--- src/rtl/pll_serial_loader.sv ---
`default_nettype none
// pll_serial_loader: host-written word file shifted out MSB-first on sdo/sclk/csb, one csb frame per word.
// Optional PLL_LOADER_AUTOSTART_EN issues one sequence on the first clk after reset release. Rev 1.0
module pll_serial_loader #(
  parameter int WORD_W    = 24,
  parameter int NUM_WORDS = 3,
  parameter int ADDR_W    = 2,
  parameter int CLK_DIV   = 1,
  parameter int GAP_HP    = 2,
  parameter logic [NUM_WORDS*WORD_W-1:0] INIT_WORDS = {24'h409C22, 24'h8FF980, 24'h3000C9}
) (
  input  logic              clk,
  input  logic              rset_n,
  input  logic              wr_en,
  input  logic [ADDR_W-1:0] wr_addr,
  input  logic [WORD_W-1:0] wr_data,
  input  logic              start,
  output logic              busy,
  output logic              done,
  output logic              sdo,
  output logic              sclk,
  output logic              csb
);

  localparam int HP_MAX = (2 * WORD_W > GAP_HP) ? 2 * WORD_W : GAP_HP;
  localparam int HP_W   = $clog2(HP_MAX + 1);
  localparam int DIV_W  = (CLK_DIV > 1) ? $clog2(CLK_DIV) : 1;
  localparam logic [ADDR_W:0]   NUM_WORDS_C = NUM_WORDS[ADDR_W:0];
  localparam logic [ADDR_W-1:0] LAST_WORD   = ADDR_W'(NUM_WORDS - 1);
  localparam logic [HP_W-1:0]   SHIFT_LAST  = HP_W'(2 * WORD_W - 1);
  localparam logic [HP_W-1:0]   GAP_LAST    = HP_W'(GAP_HP - 1);
  localparam logic [DIV_W-1:0]  DIV_LAST    = DIV_W'(CLK_DIV - 1);

  typedef enum logic [2:0] {IDLE, SETUP, SHIFT, HOLD, GAP} state_t;

  state_t              state, state_n;
  logic [DIV_W-1:0]    div_cnt, div_n;
  logic [HP_W-1:0]     hp_cnt, hp_n;
  logic [ADDR_W-1:0]   word_idx, word_n;
  logic [WORD_W-1:0]   shreg, shreg_n;
  logic                sclk_n, csb_n, busy_n, done_n;
  logic [WORD_W-1:0]   regs [NUM_WORDS];
  logic                start_eff, write_ok, half_end;
  logic [WORD_W-1:0]   first_word, next_word;

`ifdef PLL_LOADER_AUTOSTART_EN
  logic auto_pend;
  always_ff @(posedge clk or negedge rset_n) begin
    if (!rset_n) auto_pend <= 1'b1;
    else         auto_pend <= 1'b0;
  end
  assign start_eff = start | auto_pend;
`else
  assign start_eff = start;
`endif

  assign write_ok = (state == IDLE) && wr_en && ({1'b0, wr_addr} < NUM_WORDS_C);
  // A write in the same cycle as start must be the value that goes out.
  assign first_word = (write_ok && wr_addr == '0) ? wr_data : regs[0];
  assign next_word  = regs[word_idx + ADDR_W'(1)];
  assign half_end   = (div_cnt == DIV_LAST);
  assign sdo        = shreg[WORD_W-1];

  always_ff @(posedge clk or negedge rset_n) begin
    if (!rset_n) begin
      for (int i = 0; i < NUM_WORDS; i++) regs[i] <= INIT_WORDS[i*WORD_W +: WORD_W];
    end else if (write_ok) begin
      regs[wr_addr] <= wr_data;
    end
  end

  always_ff @(posedge clk or negedge rset_n) begin
    if (!rset_n) begin
      state    <= IDLE;
      div_cnt  <= '0;
      hp_cnt   <= '0;
      word_idx <= '0;
      shreg    <= '0;
      sclk     <= 1'b0;
      csb      <= 1'b1;
      busy     <= 1'b0;
      done     <= 1'b0;
    end else begin
      state    <= state_n;
      div_cnt  <= div_n;
      hp_cnt   <= hp_n;
      word_idx <= word_n;
      shreg    <= shreg_n;
      sclk     <= sclk_n;
      csb      <= csb_n;
      busy     <= busy_n;
      done     <= done_n;
    end
  end

  always_comb begin
    state_n = state;
    div_n   = div_cnt;
    hp_n    = hp_cnt;
    word_n  = word_idx;
    shreg_n = shreg;
    sclk_n  = sclk;
    csb_n   = csb;
    done_n  = 1'b0;

    if (state == IDLE) begin
      div_n   = '0;
      hp_n    = '0;
      sclk_n  = 1'b0;
      csb_n   = 1'b1;
      shreg_n = '0;
      if (start_eff) begin
        state_n = SETUP;
        word_n  = '0;
        shreg_n = first_word;
        csb_n   = 1'b0;
      end
    end else begin
      div_n = half_end ? '0 : div_cnt + DIV_W'(1);
      if (half_end) begin
        unique case (state)
          SETUP: begin
            state_n = SHIFT;
            hp_n    = '0;
            sclk_n  = 1'b1;
          end
          SHIFT: begin
            if (hp_cnt == SHIFT_LAST) begin
              state_n = HOLD;
              hp_n    = '0;
              sclk_n  = 1'b0;
            end else begin
              hp_n   = hp_cnt + HP_W'(1);
              sclk_n = ~sclk;
              // Even half-periods are the high half; leaving one is the falling edge.
              if (!hp_cnt[0]) shreg_n = {shreg[WORD_W-2:0], 1'b0};
            end
          end
          HOLD: begin
            state_n = GAP;
            hp_n    = '0;
            csb_n   = 1'b1;
            shreg_n = '0;
          end
          GAP: begin
            if (hp_cnt == GAP_LAST) begin
              hp_n = '0;
              if (word_idx != LAST_WORD) begin
                state_n = SETUP;
                word_n  = word_idx + ADDR_W'(1);
                shreg_n = next_word;
                csb_n   = 1'b0;
              end else begin
                state_n = IDLE;
                done_n  = 1'b1;
              end
            end else begin
              hp_n = hp_cnt + HP_W'(1);
            end
          end
          default: state_n = IDLE;
        endcase
      end
    end
    busy_n = (state_n != IDLE);
  end

endmodule
`default_nettype wire
--- config.mk ---
export PLATFORM = sky130hd
export DESIGN_NAME = pll_serial_loader
export DESIGN_NICKNAME = d
export VERILOG_FILES = /design/src/rtl/pll_serial_loader.sv
export SDC_FILE = /design/constraint.sdc
export NUM_CORES = 1
export LEC_CHECK = 0
export CAP_MARGIN = 5
export CORE_MARGIN = 8
export CORE_UTILIZATION = 40
export DETAILED_ROUTE_END_ITERATION = 7
export GPL_ROUTABILITY_DRIVEN = 0
export PLACE_DENSITY = 0.64
export SYNTH_ARGS = -nofsm -noshare
export SYNTH_HDL_FRONTEND = slang
export SYNTH_SLANG_ARGS = --single-unit
export TNS_END_PERCENT = 20
--- constraint.sdc ---
create_clock -name clk -period 6.47 [get_ports clk]
set_input_delay 1.6175 -clock clk [delete_from_list [all_inputs] [get_ports clk]]
set_output_delay 1.6175 -clock clk [all_outputs]
set_load 0.01 [all_outputs]
Yosys cells after proc, flatten, opt, wreduce, memory -nomap -nowiden
Cells that the tools add are included.
{ "op_classes": {"addsub": 3, "n_mux": 50, "n_reduce_logical": 20, "bitwise": 3, "eq_ne": 13, "n_lt_le_gt_ge": 4} }
{ "ops": {"columns": ["op", "n"], "rows": [
  ["two-way mux 24 bit", 11],
  ["bitwise mux 72 bit", 1],
  ["one-hot mux 24 bit (3 select lines)", 1],
  ["binary-select mux 24 bit (select 2 bit)", 1],
  ["demux 24 bit (select 2 bit)", 1],
  ["two-way mux 6 bit", 4],
  ["one-hot mux 6 bit (3 select lines)", 1],
  ["two-way mux 1 bit", 16],
  ["two-way mux 3 bit", 5],
  ["two-way mux 2 bit", 6],
  ["inequality test 3 bit, second input constant", 4],
  ["one-hot mux 3 bit (4 select lines)", 1],
  ["nonzero test 3 bit", 3],
  ["nonzero test 4 bit", 2],
  ["adder 6 x 1 -> 6 bit, second input constant", 1],
  ["== test 3 x 2 -> 1 bit, second input constant", 2],
  ["== test 6 x 1 -> 1 bit, second input constant", 1],
  ["== test 6 bit, second input constant", 1],
  [">= comparator 3 bit, second input constant", 2],
  ["NOT 2 -> 3 bit", 2],
  ["AND reduction 6 bit", 1],
  ["nonzero test 2 bit", 3],
  ["AND reduction 5 bit", 1],
  ["logical AND 1 bit", 4],
  ["other kinds (15)", 18]
]} }
{ "word_totals": {"out_inout_bits": 5, "register_bits": 112, "inputBits": 30, "wordCells": 105} }

Logic depth before layout (Yosys ltp)
Gate-level depths: netlist of run 1.
{ "depth": {"ltp_word": 10, "depth_mapped": 9, "ltp_nobuf": 6} }

Worst setup path before layout of run 1
OpenSTA, ideal clock, no wires.
{ "synth_timing": {"kind": "input-to-reg", "from": "in wr_en", "to": "reg regs[24] (netlist bit)", "arrival_ns": 2.907, "path_buffers": 1, "required_ns": 6.345, "path_stages": 5, "setup_time_ns": 0.125, "path_slack_ns": 3.438, "path_cell_list": "or4b_2 nor2_1 nand2_1 buf_2 mux2_2"} }
{ "synth_between": {"elab_chain_len": 2} }
{ "synth_lines": {"columns": ["item", "line_no", "source"], "rows": [
  ["start, declared", "14", "input logic wr_en,"],
  ["logical AND 1 bit (2 in a row)", "57", "assign write_ok = (state == IDLE) && wr_en && ({1'b0, wr_addr} < NUM_WORDS_C);"],
  ["end signal, assigned by index", "68", "regs[wr_addr] <= wr_data;"],
  ["end, declared", "42", "logic [WORD_W-1:0] regs [NUM_WORDS];"]
]} }
Every way passes these cells.
A chain may end at the register's enable or synchronous reset.

Worst setup path in the final report of run 1
{ "layout_timing": {"from": "in wr_en", "to": "reg shreg[7]"} }
{ "layout_between": {"elab_chain_len": 6} }
{ "layout_lines": {"columns": ["item", "line_no", "source"], "rows": [
  ["logical AND 1 bit (2 in a row)", "57", null],
  ["logical AND 1 bit", "59", "assign first_word = (write_ok && wr_addr == '0) ? wr_data : regs[0];"],
  ["two-way mux 24 bit", "59", null],
  ["two-way mux 24 bit", "112", "if (start_eff) begin"],
  ["two-way mux 24 bit", "106", "if (state == IDLE) begin"],
  ["end signal, assigned", "88", "shreg <= shreg_n;"],
  ["end, declared", "40", "logic [WORD_W-1:0] shreg, shreg_n;"]
]} }
Every way passes these cells.

==> impl_metrics.json, run 1 <==
{
  "multi_input_area_um2": 2610,
  "max_slew_margin": 0.238,
  "pin_count": 35,
  "yosys_register_bits": 111,
  "diodes": 0,
  "async_flop_share": 1.00,
  "startpoint_type": "input port",
  "io_buffers": 34,
  "finalSetupTns_ns": 0,
  "root_buffer": "clkbuf_16",
  "cts_resized": 0,
  "synth_top_cells_by_count": "85 x dfrtp_1, 70 x mux2_2, 46 x a31oi_1",
  "cap_violations": 0,
  "max_freq_mhz": 256,
  "critPathArrivalTime_ns": 4.08,
  "cpPeakStageDelay_ns": 0.59,
  "clkPwrFrac": 0.189,
  "hold_violations": 0,
  "drive_above_1_share": 0.263,
  "dp_cells": 669,
  "p_leak_nw": 2.66,
  "die_h_um": 134,
  "synth_area_leader_cell": "dfrtp_1",
  "pwr-share-seq": 0.434,
  "synth_top_flop_cell": "dfrtp_1",
  "yosys_warnings": 0,
  "start_util": 0.405,
  "synthesis.area_um2": 5580,
  "numCtsBuffers": 9,
  "path_class": "in -> reg",
  "cp_max_fo": 26,
  "post_cts_buffers": 0,
  "power_frac_comb": 0.377,
  "yosysUniqueCellTypes": 50,
  "cts_tree": "done",
  "ys_seq_area_frac": 0.503,
  "hold_class": "reg -> reg",
  "status": "complete, no violations",
  "final-seq-area_um2": 2810,
  "fin_crit_sh": 0.603,
  "clock_sinks": 111,
  "crit_chain": "clkdlybuf4s50_1, nor4b_4, buf_4, nand2_1, buf_4, a31oi_1, a31oi_1",
  "syn_to_final_growth_pct": 14.6,
  "tightest_slew_ns": 1.14,
  "min_period_ns": 3.90,
  "p_int_mw": 1.99,
  "wl_per_cell_um": 19.4,
  "viasPerCell": 5.98,
  "netlist_instances": 484,
  "power_density_nw_per_um2": 483,
  "antenna_found_initial": 0,
  "grt_pass1_vias": 4364,
  "crit_path_end_kind": "flop",
  "clkTransAtPathRegs_ns": 0.07,
  "avgSynthCellArea_um2": 11.5,
  "hpwlAfterDp_um": 7990,
  "worstPathRequired_ns": 6.65,
  "fp.dieW_um": 134,
  "num_rows": 43,
  "grt-ovfl-total": 0,
  "grt_pass1_wl_um": 22600,
  "p_sw_mw": 1.10,
  "h-tree-depth": 3,
  "synth_fp_nets": 517,
  "grt_util_all_layers": 0.156,
  "synthDominantCellAreaShare": 0.381,
  "grt_max_degree": 68,
  "cts_max_path_buffers": 2,
  "rsz0062_at_grt": "no",
  "clock_latency_ns": 0.36,
  "vdd_drop_max_mv": 0.187,
  "wl_um": 13300,
  "core_um2": 13800,
  "initialDrtViolationCount": 188,
  "drv_slew": 0,
  "synth_edf_count": 0,
  "dr.pass1.iters": 4,
  "die-area_um2": 18000,
  "p_sw_frac": 0.355,
  "route.detailed.drc": 0,
  "nNetsFinal": 533,
  "slowest_stage": "nand2_1",
  "ctsHoldBuffers": 0,
  "fin_cells": 685,
  "setup_viol": 0,
  "skew_ns": 0.00793,
  "synthTopCellsByArea": "dfrtp_1 38%, mux2_2 14%, dfstp_2 12%, a31oi_1 5.2%, mux2i_1 4.7%",
  "vias": 4097,
  "ant_nets": 0,
  "fillers": 1305,
  "yosysMostFrequentCell": "dfrtp_1"
}
layout by cell type, fill, tap and decap left out, drive strengths merged, types with 5 or more instances in the layout:
cell,netlist,final
nand2,11,11
and4,22,22
dfrtp,85,85
o21ai,11,11
dfstp,26,26
nor2,32,32
mux2i,26,26
mux2,70,70
clkdlybuf4s50,0,33
a31oi,46,46
nand3,5,5
a221oi,22,22
buf,15,12
clkbuf,25,14
a21oi,31,31
sequential cells by signal (all words and copies together), names as in the netlist:
signal    count
word_idx      2
done          1
hp_cnt        6
shreg        24
regs         72
sclk          1
csb           1
busy          1
state         3
per-layer routing:
| layer | routed length [um] | GRT usage | share of wire |
|---|---|---|---|
| met1 | 5870 | 0.199 | 0.44 |
| met2 | 6530 | 0.255 | 0.49 |
| met3 | 599 | 0.0243 | 0.045 |
| met4 | 287 | 0.0749 | 0.022 |
| met5 | 0 | 0 | 0 |
final cells by class:
cell class | count | share of cell area
Inverter | 4 | 0.00235
Multi-Input combinational cell | 329 | 0.409
Tap cell | 180 | 0.0352
Clock buffer | 14 | 0.0428
Sequential cell | 111 | 0.439
Timing Repair Buffer | 45 | 0.0657
Clock inverter | 2 | 0.00606
worst paths after layout:
check | slack [ns] | from | depth (start not counted) | end
max reg2reg | 3.37 | hp_cnt[1] | 7 | shreg[21]
max in group asynchronous | 3.93 | rset_n | 2 | regs[70]
min reg2reg | 0.50 | csb | 1 | csb
max | 2.57 | wr_en | 7 | shreg[7]
min | 0.50 | csb | 1 | csb
min in group asynchronous | 1.25 | rset_n | 1 | hp_cnt[0]
stage by stage:
stage               cell area, um2   util  hold slack (ns)  setup WS [ns]  total power [mW]
floorplan                     5580      -            0.479           3.44              2.19
global placement              6080  0.442            0.473           2.26              2.47
detailed placement            6080  0.442            0.494           2.26              2.52
CTS                           6400  0.464            0.509           2.63              3.11
global route                  6400  0.464            0.517           2.44              3.30
finish                        6400  0.464            0.502           2.57              3.09
power groups by stage:
stage               clock network, mW  registers (mW)  logic (mW)
global route                    0.623            1.39        1.29
floorplan                           0            1.24       0.943
detailed placement                  0            1.35        1.18
finish                          0.584            1.34        1.17
CTS                             0.600            1.34        1.18
global placement                    0            1.34        1.14
worst max-delay path: cells and delay by family:
family	cells	cell delay [ns]
AND/OR/NAND/NOR	2	0.78
AO/OA/AOI/OAI	2	0.33
buffers and inverters	3	1.34
cells by family after synthesis:
group,after synthesis,share of synthesized area
buf+inv,44,0.0345
flops,111,0.503
compound gates,133,0.161
simple gates,97,0.106
fa+ha+maj,3,0.00672
mux,96,0.188
No activity file was read; power rests on OpenSTA's default activity.
==> inputs of run 2 (changes only) <==
clock period = 4 ns   (was 6.47 ns; I/O delays follow)
==> impl_metrics.json, run 2 (same netlist as run 1, synthesis figures left out) <==
{
  "status": "complete, no violations",
  "grt_pass1_wl_um": 22200,
  "final_common_cell": "dfrtp_1",
  "hold_depth": 1,
  "max_slew_margin": 0.448,
  "fp.dieW_um": 134,
  "initialDrtViolationCount": 268,
  "diodes": 0,
  "clock_sinks": 111,
  "cts_max_path_buffers": 2,
  "worst-r2r-cell-count": 5,
  "nNetsFinal": 538,
  "hold_violations": 0,
  "num_rows": 43,
  "r2r-end": "shreg[3]",
  "route.detailed.drc": 0,
  "wl_per_cell_um": 19.4,
  "r2r-start": "state[1]",
  "post_cts_buffers": 0,
  "grt_pass1_vias": 4336,
  "crit_start": "state[1]",
  "root_buffer": "clkbuf_16",
  "ctsHoldBuffers": 0,
  "wl_um": 13400,
  "drive_above_1_share": 0.273,
  "power_density_nw_per_um2": 773,
  "numCtsBuffers": 9,
  "skew_ns": 0.00786,
  "fillers": 1331,
  "largest_reg_flops": 72,
  "io_buffers": 34,
  "cap_violations": 0,
  "crit_path_end_kind": "flop",
  "worstPathRequired_ns": 4.27,
  "core_um2": 13800,
  "min_period_ns": 2.71,
  "rsz0062_at_grt": "no",
  "drv_slew": 0,
  "fin_crit_sh": 0.678,
  "fin_util": 0.465,
  "vdd_drop_max_mv": 0.272,
  "path_class": "reg -> reg",
  "grt-ovfl-total": 0,
  "h-tree-depth": 3,
  "start_util": 0.405,
  "setup_viol": 0,
  "reg.largest.list": "regs: 72 flops, shreg: 24 flops, hp_cnt: 6 flops",
  "regMostFlops": "regs",
  "cp_max_fo": 21,
  "die_h_um": 134,
  "dr.pass1.iters": 4,
  "reg2reg_setup_slack_ns": 1.29,
  "startpoint_type": "flop",
  "hpwlAfterDp_um": 8440,
  "syn_to_final_growth_pct": 14.8,
  "grt_max_degree": 65,
  "finalSetupTns_ns": 0,
  "crit_end": "shreg[3]",
  "clock_latency_ns": 0.36,
  "max_freq_mhz": 369,
  "grt_util_all_layers": 0.153,
  "viasPerCell": 6.09,
  "hold_class": "reg -> reg",
  "tightest_slew_ns": 0.824,
  "die-area_um2": 18000,
  "cts_tree": "done",
  "pin_count": 35,
  "cts_resized": 0,
  "p_leak_nw": 2.67,
  "critPathArrivalTime_ns": 2.98,
  "antenna_found_initial": 0,
  "vias": 4205,
  "ant_nets": 0,
  "clkTransAtPathRegs_ns": 0.07,
  "mostFrequentLayoutCells": "85 x dfrtp_1, 70 x mux2_2, 46 x a31oi_1"
}
[run 2: changes by cell type in the layout (fill, tap and decap cells not counted), sizes merged]
| cell | change |
|---|---|
| buf | +5 |
| bufinv | -1 |
| clkbuf | -4 |
| clkinv | -1 |
| clkinvlp | +3 |
| inv | +3 |
[run 2: power by group]
| part | internal (mW) | leakage, nW | switching [mW] |
|---|---|---|---|
| clock | 0.434 | 0.129 | 0.433 |
| combinational | 0.939 | 1.22 | 0.987 |
| sequential | 1.76 | 1.32 | 0.398 |
| total | 3.14 | 2.67 | 1.82 |
[run 2: routing by layer]
| layer | track usage | share of wire | vias to the layer above | wire length (um) |
|---|---|---|---|---|
| met5 | 0 | 0 | - | 0 |
| met4 | 0.0474 | 0.0075 | 0 | 100 |
| met3 | 0.0359 | 0.059 | 7 | 792 |
| met2 | 0.261 | 0.51 | 131 | 6830 |
| met1 | 0.188 | 0.42 | 2162 | 5680 |
| li1 | - | - | 1905 | - |
[run 2: final cells by class]
cell class                 instances  area [um2]  share of cell area
clock inverter                     6        53.8             0.00839
clock buffer                      10         229              0.0357
timing repair buffer              50         470              0.0734
tap                              180         225              0.0351
sequential                       111        2810               0.438
inverter                           4        15.0             0.00234
multi-input combinational        329        2610               0.407
[run 2: metrics by stage]
| stage | hold slack [ns] | total power, mW | setup slack [ns] | cell area (um2) | cells |
|---|---|---|---|---|---|
| floorplan | 0.479 | 3.53 | 1.59 | 5580 | 484 |
| global placement | 0.478 | 4.03 | 1.01 | 6130 | 674 |
| detailed placement | 0.485 | 4.11 | 1.00 | 6130 | 674 |
| CTS | 0.495 | 4.99 | 1.33 | 6410 | 690 |
| global route | 0.514 | 5.28 | 1.12 | 6410 | 690 |
| finish | 0.495 | 4.96 | 1.29 | 6410 | 690 |
[run 2: worst min-delay path by stage]
| stage | to | from | slack (ns) |
|---|---|---|---|
| floorplan | regs[0] | regs[0] | 0.48 |
| global placement | csb | csb | 0.48 |
| detailed placement | csb | csb | 0.48 |
| CTS | csb | csb | 0.50 |
| global route | csb | csb | 0.51 |
| finish | csb | csb | 0.50 |
[run 2: critical path, cell delays in order, from the launching register on]
cell,delay [ns]
dfrtp_1,0.66
or3b_2,0.64
nor3_2,0.65
buf_4,0.35
a221oi_1,0.12
a31oi_1,0.19
==> inputs of run 3 (changes only) <==
clock period = 2.5 ns   (was 4 ns; I/O delays follow)
==> impl_metrics.json, run 3 (same netlist as run 1, synthesis figures left out) <==
{
  "path_buf_inv": 2,
  "max_freq_mhz": 432,
  "critPathArrivalTime_ns": 2.54,
  "post_cts_buffers": 0,
  "grt_max_degree": 57,
  "crit_family": "compound AO/OA/AOI/OAI gates",
  "final_area_um2": 6560,
  "final_common_cell": "dfrtp_1",
  "setup_viol": 0,
  "cp_common_cell": "buf_4",
  "mostFrequentLayoutCells": "85 x dfrtp_1, 70 x mux2_2, 46 x a31oi_1",
  "crit_path_end_kind": "flop",
  "clock_latency_ns": 0.36,
  "min_period_ns": 2.32,
  "cpPeakStageDelay_ns": 0.56,
  "route.detailed.drc": 0,
  "grt-ovfl-total": 0,
  "tightest_slew_ns": 0.891,
  "dpl_cell_area_um2": 6250,
  "dp_cells": 687,
  "worstPathRequired_ns": 2.72,
  "grt_util_all_layers": 0.157,
  "h-tree-depth": 3,
  "dr.pass1.iters": 4,
  "root_buffer": "clkbuf_16",
  "clock_sinks": 111,
  "reg.largest.list": "regs: 72 flops, shreg: 24 flops, hp_cnt: 6 flops",
  "regMostFlops": "regs",
  "die_h_um": 134,
  "fp.dieW_um": 134,
  "clkTransAtPathRegs_ns": 0.07,
  "power_density_nw_per_um2": 1250,
  "hold_class": "in -> async",
  "drive_above_1_share": 0.293,
  "crit_chain": "buf_4, nand2b_1, o311a_1, and2_1, buf_4, a31oi_1",
  "initialDrtViolationCount": 279,
  "skew_ns": 0.00669,
  "cts_max_path_buffers": 2,
  "viasPerCell": 5.95,
  "diodes": 0,
  "hold_violations": 0,
  "fillers": 1258,
  "rsz0062_at_grt": "no",
  "hpwlAfterDp_um": 8730,
  "vias": 4180,
  "path_class": "reg -> reg",
  "die-area_um2": 18000,
  "nNetsFinal": 551,
  "core_um2": 13800,
  "wl_per_cell_um": 19.2,
  "cp_max_fo": 24,
  "pin_count": 35,
  "vdd_drop_max_mv": 0.476,
  "slowest_stage": "dfrtp_1",
  "antenna_found_initial": 0,
  "cap_violations": 0,
  "cts_resized": 0,
  "fin_crit_sh": 0.927,
  "io_buffers": 34,
  "cts_tree": "done",
  "grt_pass1_vias": 4369,
  "status": "complete, no violations",
  "numCtsBuffers": 9,
  "drv_slew": 0,
  "startpoint_type": "flop",
  "max_slew_margin": 0.406,
  "ant_nets": 0,
  "wl_um": 13500,
  "start_util": 0.405,
  "fin_cells": 703,
  "syn_to_final_growth_pct": 17.5,
  "ctsHoldBuffers": 0,
  "p_leak_nw": 2.77,
  "grt_pass1_wl_um": 22700,
  "largest_reg_flops": 72,
  "num_rows": 43
}
## run 3: path summary, 6_finish.rpt
check	start	end	slack (ns)	cells after the start
setup / recovery	state[0]	shreg[23]	0.18	6
hold / removal	rset_n	hp_cnt[5]	0.21	1
setup reg to reg	state[0]	shreg[23]	0.18	6
hold reg to reg	csb	csb	0.50	1
max in group asynchronous	rset_n	regs[42]	1.54	2
min in group clk	csb	csb	0.50	1
## run 3: layer usage
layer	up-vias	global-route usage	routed length (um)
li1	1932	-	-
met1	2127	0.201	6170
met2	104	0.260	6540
met3	17	0.0247	554
met4	0	0.0605	210
met5	-	0	0
## run 3: area by class of cell
type / instances / area, um2 / share of cell area
Clock buffer: 9 / 225 / 0.0343
Multi-Input combinational cell: 329 / 2610 / 0.397
Tap cell: 180 / 225 / 0.0343
Timing Repair Buffer: 63 / 593 / 0.0904
Clock inverter: 7 / 87.6 / 0.0133
Sequential cell: 111 / 2810 / 0.428
Inverter: 4 / 15.0 / 0.00229
## run 3: through the flow
stage / worst slack [ns] / hold slack [ns] / power [mW] / utilization / TNS (ns)
6_report: 0.183 / 0.207 / 8.18 / 0.477 / 0
2_1_floorplan: 0.370 / 0.329 / 5.66 / - / 0
3_5_place_dp: -0.0499 / 0.489 / 6.68 / 0.454 / -0.528
5_1_grt: 0.0504 / 0.236 / 8.71 / 0.477 / 0
3_3_place_gp: -0.0512 / 0.478 / 6.54 / 0.454 / -0.703
4_1_cts: 0.205 / 0.219 / 8.21 / 0.477 / 0
## run 3: where the power goes
group          internal [mW]  switching (mW)
Combinational           1.59            1.67
Sequential              2.82           0.563
Clock                  0.871           0.656
